**config.mk**
```make
export PLATFORM = sky130hd
export DESIGN_NAME = frame_scheduler
export DESIGN_NICKNAME = d
export VERILOG_FILES = /design/src/rtl/frame_scheduler.sv
export SDC_FILE = /design/constraint.sdc
export NUM_CORES = 1
export LEC_CHECK = 0
export CORE_MARGIN = 4
export CORE_UTILIZATION = 56
export DETAILED_ROUTE_END_ITERATION = 7
export PLACE_DENSITY = 0.87
export SYNTH_ARGS = -nofsm -noshare
export SYNTH_HDL_FRONTEND = slang
export SYNTH_SLANG_ARGS = --single-unit
```
**constraint.sdc**
```tcl
create_clock -name clk -period 2.5 [get_ports clk]
set_input_delay 0.625 -clock clk [delete_from_list [all_inputs] [get_ports clk]]
set_output_delay 0.625 -clock clk [all_outputs]
set_load 0.01 [all_outputs]
```
**src/rtl/frame_scheduler.sv**
```systemverilog
// Per-frame sequencer: flips the display buffer on vblank, then runs the background
// and sprite drawing passes in order, flagging frame overruns and hung clients.
module frame_scheduler #(
    parameter int TIMEOUT_CYCLES = 1000000,
    parameter int CNT_W          = 16
) (
    input  logic             clk,
    input  logic             reset,
    input  logic             new_frame,
    input  logic             init_done,
    input  logic             run_en,
    input  logic             bk_busy,
    input  logic             bk_done,
    input  logic             spr_busy,
    input  logic             spr_done,
    output logic             bk_start,
    output logic             spr_start,
    output logic             frame_flip,
    output logic [CNT_W-1:0] frame_count,
    output logic [7:0]       overrun_cnt,
    output logic             timeout_err,
    output logic             sched_busy
);

    localparam int TO_W = (TIMEOUT_CYCLES > 1) ? $clog2(TIMEOUT_CYCLES) : 1;
    localparam logic [TO_W-1:0] TO_LAST = TO_W'(TIMEOUT_CYCLES - 1);

    typedef enum logic [2:0] {
        IDLE,
        WAIT_FRAME,
        START_BK,
        RUN_BK,
        START_SPR,
        RUN_SPR
    } state_t;

    state_t          state;
    logic            new_frame_q;
    logic            fe;
    logic [TO_W-1:0] to_cnt;
    logic            to_hit;

    function automatic logic [7:0] sat_inc8(input logic [7:0] v);
        return (v == 8'hFF) ? v : v + 8'd1;
    endfunction

    assign fe     = new_frame & ~new_frame_q;
    assign to_hit = (to_cnt == TO_LAST);

    always_ff @(posedge clk) begin
        if (reset) begin
            state       <= IDLE;
            new_frame_q <= 1'b0;
            to_cnt      <= '0;
            bk_start    <= 1'b0;
            spr_start   <= 1'b0;
            frame_flip  <= 1'b0;
            frame_count <= '0;
            overrun_cnt <= 8'd0;
            timeout_err <= 1'b0;
            sched_busy  <= 1'b0;
        end else begin
            new_frame_q <= new_frame;
            bk_start    <= 1'b0;
            spr_start   <= 1'b0;

            // A frame edge during a pass is a missed frame; the pass keeps going.
            if (fe && sched_busy)
                overrun_cnt <= sat_inc8(overrun_cnt);

            case (state)
                IDLE: begin
                    if (init_done && run_en)
                        state <= WAIT_FRAME;
                end

                WAIT_FRAME: begin
                    if (fe) begin
                        if (!run_en) begin
                            state <= IDLE;
                        end else begin
                            frame_flip  <= ~frame_flip;
                            frame_count <= frame_count + CNT_W'(1);
                            sched_busy  <= 1'b1;
                            to_cnt      <= '0;
                            if (!bk_busy) begin
                                bk_start <= 1'b1;
                                state    <= RUN_BK;
                            end else begin
                                state <= START_BK;
                            end
                        end
                    end
                end

                START_BK: begin
                    if (!bk_busy) begin
                        bk_start <= 1'b1;
                        to_cnt   <= '0;
                        state    <= RUN_BK;
                    end else if (to_hit) begin
                        timeout_err <= 1'b1;
                        to_cnt      <= '0;
                        if (!spr_busy) begin
                            spr_start <= 1'b1;
                            state     <= RUN_SPR;
                        end else begin
                            state <= START_SPR;
                        end
                    end else begin
                        to_cnt <= to_cnt + TO_W'(1);
                    end
                end

                RUN_BK: begin
                    // A late done on the final count still counts as completion.
                    if (bk_done || to_hit) begin
                        if (!bk_done)
                            timeout_err <= 1'b1;
                        to_cnt <= '0;
                        if (!spr_busy) begin
                            spr_start <= 1'b1;
                            state     <= RUN_SPR;
                        end else begin
                            state <= START_SPR;
                        end
                    end else begin
                        to_cnt <= to_cnt + TO_W'(1);
                    end
                end

                START_SPR: begin
                    if (!spr_busy) begin
                        spr_start <= 1'b1;
                        to_cnt    <= '0;
                        state     <= RUN_SPR;
                    end else if (to_hit) begin
                        timeout_err <= 1'b1;
                        sched_busy  <= 1'b0;
                        state       <= WAIT_FRAME;
                    end else begin
                        to_cnt <= to_cnt + TO_W'(1);
                    end
                end

                RUN_SPR: begin
                    if (spr_done || to_hit) begin
                        if (!spr_done)
                            timeout_err <= 1'b1;
                        sched_busy <= 1'b0;
                        state      <= WAIT_FRAME;
                    end else begin
                        to_cnt <= to_cnt + TO_W'(1);
                    end
                end

                default: begin
                    sched_busy <= 1'b0;
                    state      <= IDLE;
                end
            endcase
        end
    end

endmodule

```
# Word-level counts from Yosys, hierarchy flattened
# Cells that the tools add are included.
dict set report word_totals {
  regBits 53
  wordCells 97
}
dict set report classes {
  mux 44
  n_reduce_logical 14
  n_addsub 3
  n_bitwise 5
  eq_ne 21
}
# op n
set op_table {}
lappend op_table {{$mux 20} 8}
lappend op_table {{$pmux 20 s5} 1}
lappend op_table {{$mux 3} 8}
lappend op_table {{$ne 2x2->1 const B} 11}
lappend op_table {{$mux 1} 21}
lappend op_table {{$add 20x1->20 const B} 1}
lappend op_table {{$eq 20x20->1 const B} 1}
lappend op_table {{$pmux 3 s6} 1}
lappend op_table {{$add 16x1->16 const B} 1}
lappend op_table {{$reduce_and 6->1} 2}
lappend op_table {{$ne 3x3->1 const B} 3}
lappend op_table {{$add 8x1->8 const B} 1}
lappend op_table {{$eq 8x8->1 const B} 1}
lappend op_table {{$pmux 1 s4} 2}
lappend op_table {{$reduce_and 7->1} 1}
lappend op_table {{$eq 3x2->1 const B} 2}
lappend op_table {{$eq 3x3->1 const B} 2}
lappend op_table {{$reduce_and 5->1} 1}
lappend op_table {{$reduce_bool 5->1} 1}
lappend op_table {{$not 1->1} 4}
lappend op_table {{$reduce_bool 4->1} 1}
lappend op_table {{$eq 3x1->1 const B} 1}
lappend op_table {{$logic_not 3->1} 1}
lappend op_table {{$pmux 1 s3} 1}
lappend op_table {{8 further kinds} 10}

# Longest topological paths before layout
# Gate-level depths: netlist of run 1.
dict set report depth {
  ltp_word 4
  mapped_depth 8
}

# Worst setup path after synthesis of run 1
# No wires, ideal clock.
dict set report synth_path {
  path_kind {reg2reg}
  startpoint {register to_cnt[0]}
  endpoint {register state[2]}
  slack_ps 606
  arrival_ps 1825
  path_stages_with_launch 8
  n_path_buf 1
  synth_period_minus_slack_ps 1894
  setup_time_ps 69
  cell_sequence {dfxtp_1 > ha_1 > nand3_1 > buf_2 > nor4_2 > and2_2 > or4b_2 > o21ai_1}
}
dict set report synth_between {
  elab_chain_cells 4
  elab_cells_between_ends 8
  classes_between {eq/ne: 5; reduce/logical: 3}
}
# element line_no
set synth_lines {}
lappend synth_lines {{from (decl)} 40} ;# logic [TO_W-1:0] to_cnt;
lappend synth_lines {{from (signal assigned)} 111} ;# to_cnt <= to_cnt + TO_W'(1);
lappend synth_lines {{from (signal assigned)} 128} ;# to_cnt <= to_cnt + TO_W'(1);
lappend synth_lines {{from (signal assigned)} 142} ;# to_cnt <= to_cnt + TO_W'(1);
lappend synth_lines {{$eq 20x20->1 (*)} 48} ;# assign to_hit = (to_cnt == TO_LAST);
lappend synth_lines {{$logic_or 1x1->1 (on tied branches)} {147, 117}}
lappend synth_lines {{$ne 2x2->1 (no source line)} -}
lappend synth_lines {{$reduce_and 6->1 (no source line) (*)} -}
lappend synth_lines {{to (signal assigned)} 52} ;# state <= IDLE;
lappend synth_lines {{to (signal assigned)} 151} ;# state <= WAIT_FRAME;
lappend synth_lines {{to (signal assigned)} 159} ;# state <= IDLE;
lappend synth_lines {{to (decl)} 37} ;# state_t state;
# Every way passes the cells marked *; elsewhere a longest branch is shown, timed or not.
# A chain may end at the register's enable or synchronous reset.

# Worst setup path after layout of run 1
dict set report layout_path {
  startpoint {input port run_en}
  endpoint {register to_cnt[13]}
}
dict set report layout_between {
  elab_chain_cells 2
}
# element line_no
set layout_lines {}
lappend layout_lines {{from (decl)} 11} ;# input logic run_en,
lappend layout_lines {{$ne 2x2->1 (no source line)} -}
lappend layout_lines {{$reduce_and 5->1 (no source line)} -}
# Every way passes these cells.

==> results of run 1 <==
sequential cells by signal, indices dropped and copies added (netlist names):
signal / count
bk_start: 1
frame_count: 16
frame_flip: 1
new_frame_q: 1
overrun_cnt: 8
sched_busy: 1
spr_start: 1
state: 3
timeout_err: 1
to_cnt: 20
area by class of cell:
cell class / instances / area (um2) / share of cell area [%]
repair buffers: 59 / 548.0 / 14.80
flip-flops and latches: 53 / 1061 / 28.65
clock inverters: 3 / 25.02 / 0.6757
inverters: 15 / 56.30 / 1.520
well taps: 70 / 87.58 / 2.365
clock buffers: 5 / 68.82 / 1.858
multi-input cells: 283 / 1857 / 50.14
cell families after synthesis:
| group | after synthesis |
|---|---|
| simple gates | 169 |
| compound gates | 91 |
| flops | 53 |
| buf+inv | 40 |
| xor+xnor | 17 |
| fa+ha+maj | 4 |
| mux | 2 |
per-stage QoR:
| step | cells | utilization (%) | area, um2 |
|---|---|---|---|
| 6_report | 488 | 70.71 | 3704 |
| 3_3_place_gp | 480 | 68.92 | 3610 |
| 3_5_place_dp | 480 | 68.92 | 3610 |
| 5_1_grt | 488 | 70.71 | 3704 |
| 4_1_cts | 488 | 70.71 | 3704 |
| 2_1_floorplan | 376 | - | 3095 |
worst register-to-register path, cell delays in order (launching register included):
cell	delay [ns]
dfxtp_1	0.41
ha_1	0.19
nand3_1	0.33
buf_4	0.30
nor2_1	0.40
a311oi_1	0.17
a32oi_1	0.18
o31ai_1	0.09
layer usage:
layer	up-vias	GRT usage (%)	wire length, um
li1	1493	-	-
met1	1443	31.29	3354
met2	117	41.51	3782
met3	16	5.423	473
met4	0	9.302	138
met5	-	0	0
worst max-delay path by stage:
| stage | start | to | slack, ns | depth (start not counted) |
|---|---|---|---|---|
| after global routing | to_cnt[0]$_SDFFE_PP0P_ | to_cnt[18]$_SDFFE_PP0P_ | 0.13 | 6 |
| after detailed placement | run_en | to_cnt[13]$_SDFFE_PP0P_ | 0.02 | 7 |
| after CTS | run_en | to_cnt[13]$_SDFFE_PP0P_ | 0.33 | 7 |
| after global placement | run_en | to_cnt[13]$_SDFFE_PP0P_ | 0.05 | 7 |
| final | run_en | to_cnt[13]$_SDFFE_PP0P_ | 0.31 | 7 |
| after floorplan | to_cnt[0]$_SDFFE_PP0P_ | state[2]$_SDFFE_PP0P_ | 0.61 | 7 |
cells in the final DEF, fill, tap and decap left out, drive strengths merged, types with 3 or more instances in the layout:
| cell type | n |
|---|---|
| a21oi | 13 |
| xor2 | 4 |
| or3 | 5 |
| nand2b | 4 |
| ha | 4 |
| nand4 | 12 |
| clkbuf | 5 |
| xnor2 | 13 |
| nor2b | 8 |
| dfxtp | 53 |
| a311oi | 4 |
| clkdlybuf4s50 | 37 |
| and3 | 7 |
| o21ai | 16 |
| buf | 22 |
| a32oi | 17 |
| nor3b | 5 |
| nand2 | 31 |
| nand3 | 26 |
| o41ai | 6 |
| o31ai | 13 |
| nor2 | 31 |
| or2 | 3 |
| and4 | 3 |
| nor4 | 10 |
| and2 | 4 |
| nor3 | 9 |
| inv | 16 |
power by group through the flow:
stage | Combinational [mW] | Sequential, mW | Clock (mW)
after floorplan | 0.0959 | 0.877 | 0
after global placement | 0.139 | 0.890 | 0
after detailed placement | 0.142 | 0.891 | 0
after CTS | 0.143 | 0.871 | 0.521
after global routing | 0.158 | 0.876 | 0.569
final | 0.145 | 0.872 | 0.511
==> out/qor.csv, run 1 <==
stage;metric;value;unit
synthesis;synth_fa_ha_area_share;1.617;%
placed_design;preCtsSetupSlack;0.01528;ns
setup_path;rr_endpoint;to_cnt[10]$_SDFFE_PP0P_;
route;ant_nets;0;
outcome;status;finished clean;
placed_design;hpwl;5.410;mm
floorplan;start_util;59.10;%
synthesis;synth-simple-area-share;30.92;%
setup_path;required;2.72;ns
global_route;grt_max_degree;34;
placed_design;io_buffers;37;
setup_path;worst_setup_path_end_kind;flop;
floorplan;die_h;82.35;um
power_and_ir_drop;powerDensity;412.9;nW/um2
route;drt-initial-drc-count;301;
setup_path;cp-start-kind;primary input;
clocking;cts_buffer_depth;2;
synthesis;synthMuxAreaShare;0.6467;%
timing;relSlewSlack;58.77;%
synthesis;async_flop_share;0;%
synthesis;synthTopCellsByArea;dfxtp_1, a32oi_1, nand3_1;
synthesis;avgSynthCellArea;8.233;um2
finish;antenna_cells;0;
synthesis;synth_cells;376;
synthesis;synth_nets;389;
finish;num-fill-cells;399;
clocking;clkSinkCount;53;
floorplan;die_w;82.35;um
floorplan;die_area;6781;um2
global_route;grt_pass1_wl;13.54;mm
timing;period_share;87.69;%
timing;worstMarginPinSlew;0.6158;ns
floorplan;core;5238;um2
setup_path;reg2reg_depth;7;
route;routed_via_density;6.289;
synthesis;synth_flop_cell;dfxtp_1;
route;drt_wl_total;7.748;mm
route;drc_errors;0;
timing;clock_skew;0.009118;ns
clocking;cts_tree;done;
setup_path;arrival;2.41;ns
worst_hold_path;min_from;timeout_err$_SDFFE_PP0P_;
clocking;clkLatencyLatePin;0.31;ns
synthesis;yosys-top-cells-count;dfxtp_1, nand2_1, nor2_1, nand3_1, a32oi_1;
power_and_ir_drop;clockPowerShare;33.4;%
power_and_ir_drop;switching_share;26.60;%
synthesis;ys_warn_count;0;
finish;drive_gt1_share;11.48;%
timing;finalHoldViolCount;0;
worst_hold_path;min_path_type;reg -> reg;
finish;area_delta_synth_final;19.64;%
clocking;ctsHoldBuffers;0;
setup_path;crit_fanout;3;
synthesis;synth_area;3095;um2
global_route;grt_util_all_layers;24.90;%
worst_hold_path;holdPathEnd;timeout_err$_SDFFE_PP0P_;
timing;slew_viol_final;0;
floorplan;io-pin-count;38;
clocking;h-tree-depth;2;
timing;max_freq;456.1;MHz
setup_path;max_stage_delay;0.48;ns
power_and_ir_drop;power.leakage;1.195;nW
setup_path;regToRegStartpoint;to_cnt[0]$_SDFFE_PP0P_;
setup_path;crit_path_top_delay_cell;clkdlybuf4s50_1;
global_route;grt_pass1_vias;2939;
clocking;clkSlewWorstSetupHoldPaths;0.10;ns
route;dr.pass1.iters;5;
timing;whs;0.4672;ns
timing;fin_setup_tns;0;ns
setup_path;regToRegSetupSlack;0.34;ns
route;num_vias;3069;
power_and_ir_drop;p_int;1.122;mW
timing;postLayoutSetupSlackWorst;0.3077;ns
floorplan;fp-row-count;26;
clocking;cts-resized-gates;0;
synthesis;synth_top_area_cell;dfxtp_1;
worst_hold_path;hold_depth;2;
synthesis;synth_compound_area_share;21.99;%
setup_path;path_buf_inv;2;
route;wl_per_cell;15.88;um
power_and_ir_drop;power;1.529;mW
placed_design;gp_congestion;0.9262;
synthesis;synth_top_area_share;34.28;%
power_and_ir_drop;p_sw;406.7;uW
clocking;cts-buffers-inserted;5;
synthesis;yosysMostFrequentCell;dfxtp_1;
setup_path;crit_path_cell_trace;clkdlybuf4s50_1 > nand4b_1 > o221ai_1 > o41ai_2 > buf_4 > or3_1 > o311ai_1;
power_and_ir_drop;combinationalPowerShare;9.5;%
synthesis;synth_cell_type_count;64;
synthesis;synth-xor-area-share;4.810;%
global_route;grt-ovfl-total;0;
global_route;antenna_found_initial;0;
synthesis;ys_seq_area_share;34.28;%
synthesis;ys_ff_latch;53;
setup_path;cpLargestDelayFamily;buffers and inverters;
finish;layout.nets;430;
power_and_ir_drop;p_seq_share;57.1;%
timing;setup_violations;0;
setup_path;path_class;in -> reg;
run;cap_violations;0;
synthesis;synth_top_family_by_area;simple AND/OR/NAND/NOR gates;
clocking;post-cts-setup-buffers;0;
timing;rsz0062_at_grt;no;
timing;finalCriticalPeriod;2.192;ns
clocking;root_buffer;clkbuf_8;
synthesis;synth-edff-count;0;
power_and_ir_drop;irDropWorstVdd;0.2591;mV
Note: power is estimated with default switching activity, not from simulation.
==> run 2, diff against run 1 <==
--- a/config.mk
+++ b/config.mk
@@ -5,7 +5,7 @@
 export SDC_FILE = /design/constraint.sdc
 export NUM_CORES = 1
 export LEC_CHECK = 0
-export CORE_MARGIN = 4
+export CORE_MARGIN = 8
 export CORE_UTILIZATION = 56
 export DETAILED_ROUTE_END_ITERATION = 7
 export PLACE_DENSITY = 0.87
==> out/qor.csv, run 2 (same netlist as run 1, synthesis figures left out) <==
stage;metric;value;unit
outcome;status;finished clean;
finish;antenna_cells;0;
route;wl_per_cell;16.06;um
finish;layout.nets;431;
power_and_ir_drop;power.leakage;1.208;nW
clocking;cts-buffers-inserted;5;
timing;worstMarginPinSlew;0.9073;ns
clocking;cts-resized-gates;0;
setup_path;crit_fanout;4;
placed_design;hpwl;5.728;mm
timing;postLayoutSetupSlackWorst;0.2502;ns
route;drt-initial-drc-count;186;
global_route;grt_pass1_wl;13.29;mm
global_route;grt-ovfl-total;0;
floorplan;start_util;56.91;%
timing;finalHoldViolCount;0;
finish;final_common_cell;dfxtp_1;
timing;setup_violations;0;
clocking;cts_tree;done;
worst_hold_path;min_path_type;reg -> reg;
clocking;clkLatencyLatePin;0.31;ns
finish;layout_common_cells;dfxtp_1, clkdlybuf4s50_1, nor2_1, nand2_1, nand3_1;
route;dr.pass1.iters;5;
run;cap_violations;0;
setup_path;required;2.72;ns
placed_design;dp.cells;483;
route;drc_errors;0;
placed_design;gp_congestion;0.9003;
timing;whs;0.4532;ns
global_route;grt_max_degree;32;
floorplan;core;5439;um2
finish;top_register;to_cnt;
route;routed_via_density;6.145;
finish;reg_top3;to_cnt (20), frame_count (16), overrun_cnt (8);
placed_design;io_buffers;37;
finish;largest_reg_flops;20;
global_route;grt_util_all_layers;19.00;%
global_route;antenna_found_initial;0;
placed_design;placed_area;3607;um2
placed_design;preCtsSetupSlack;-0.04340;ns
floorplan;die_h;90.35;um
finish;instances_no_fill;490;
finish;area_delta_synth_final;19.89;%
floorplan;die_w;90.35;um
power_and_ir_drop;irDropWorstVdd;0.2647;mV
power_and_ir_drop;powerDensity;428.2;nW/um2
timing;relSlewSlack;39.45;%
finish;drive_gt1_share;11.48;%
setup_path;worst_setup_path_end_kind;flop;
timing;rsz0062_at_grt;no;
setup_path;path_class;in -> reg;
timing;slew_viol_final;0;
floorplan;die_area;8162;um2
setup_path;cp-start-kind;primary input;
timing;clock_skew;0.006162;ns
finish;final_util;68.23;%
timing;finalCriticalPeriod;2.250;ns
timing;max_freq;444.5;MHz
setup_path;arrival;2.47;ns
timing;period_share;89.99;%
clocking;h-tree-depth;2;
power_and_ir_drop;power;1.589;mW
route;ant_nets;0;
clocking;clkSinkCount;53;
clocking;ctsHoldBuffers;0;
clocking;post-cts-setup-buffers;0;
clocking;clkSlewWorstSetupHoldPaths;0.10;ns
clocking;root_buffer;clkbuf_8;
route;num_vias;3011;
clocking;cts_buffer_depth;2;
route;drt_wl_total;7.869;mm
global_route;grt_pass1_vias;2750;
timing;fin_setup_tns;0;ns
floorplan;fp-row-count;27;
finish;design_area;3711;um2
floorplan;io-pin-count;38;
-- run 2: worst paths after layout --
| path | cells past startpoint | slack (ns) | start | endpoint |
|---|---|---|---|---|
| hold reg to reg | 2 | 0.45 | timeout_err$_SDFFE_PP0P_ | timeout_err$_SDFFE_PP0P_ |
| setup reg to reg | 6 | 0.31 | state[0]$_SDFFE_PP0P_ | to_cnt[13]$_SDFFE_PP0P_ |
| setup / recovery | 7 | 0.25 | run_en | to_cnt[13]$_SDFFE_PP0P_ |
| hold / removal | 2 | 0.45 | timeout_err$_SDFFE_PP0P_ | timeout_err$_SDFFE_PP0P_ |
-- run 2: worst max-delay path: stages --
cell	delay, ns
clkdlybuf4s50_1	0.52
nand4b_1	0.15
o221ai_1	0.26
o41ai_2	0.14
buf_4	0.16
or3_1	0.37
o311ai_1	0.24
-- run 2: report_power, final --
part	internal, mW	leakage (nW)	total [mW]	switching, mW
sequential	0.852	0.427	0.871	0.0191
combinational	0.0667	0.726	0.143	0.0768
clock	0.292	0.0540	0.575	0.284
-- run 2: layout make-up --
cell class / instances / area [um2]
Tap cell: 72 / 90.09
Clock inverter: 2 / 35.03
Sequential cell: 53 / 1061
Multi-Input combinational cell: 283 / 1857
Fill cell: 434 / 1728
Inverter: 15 / 56.30
Clock buffer: 5 / 68.82
Timing Repair Buffer: 60 / 543.0
-- run 2: metal layers --
layer / up-vias / GRT usage [%] / wire (um)
met5: - / 0 / 0
met4: 0 / 5.409 / 80
met3: 8 / 3.574 / 354
met2: 89 / 32.45 / 3909
met1: 1423 / 23.61 / 3524
li1: 1491 / - / -
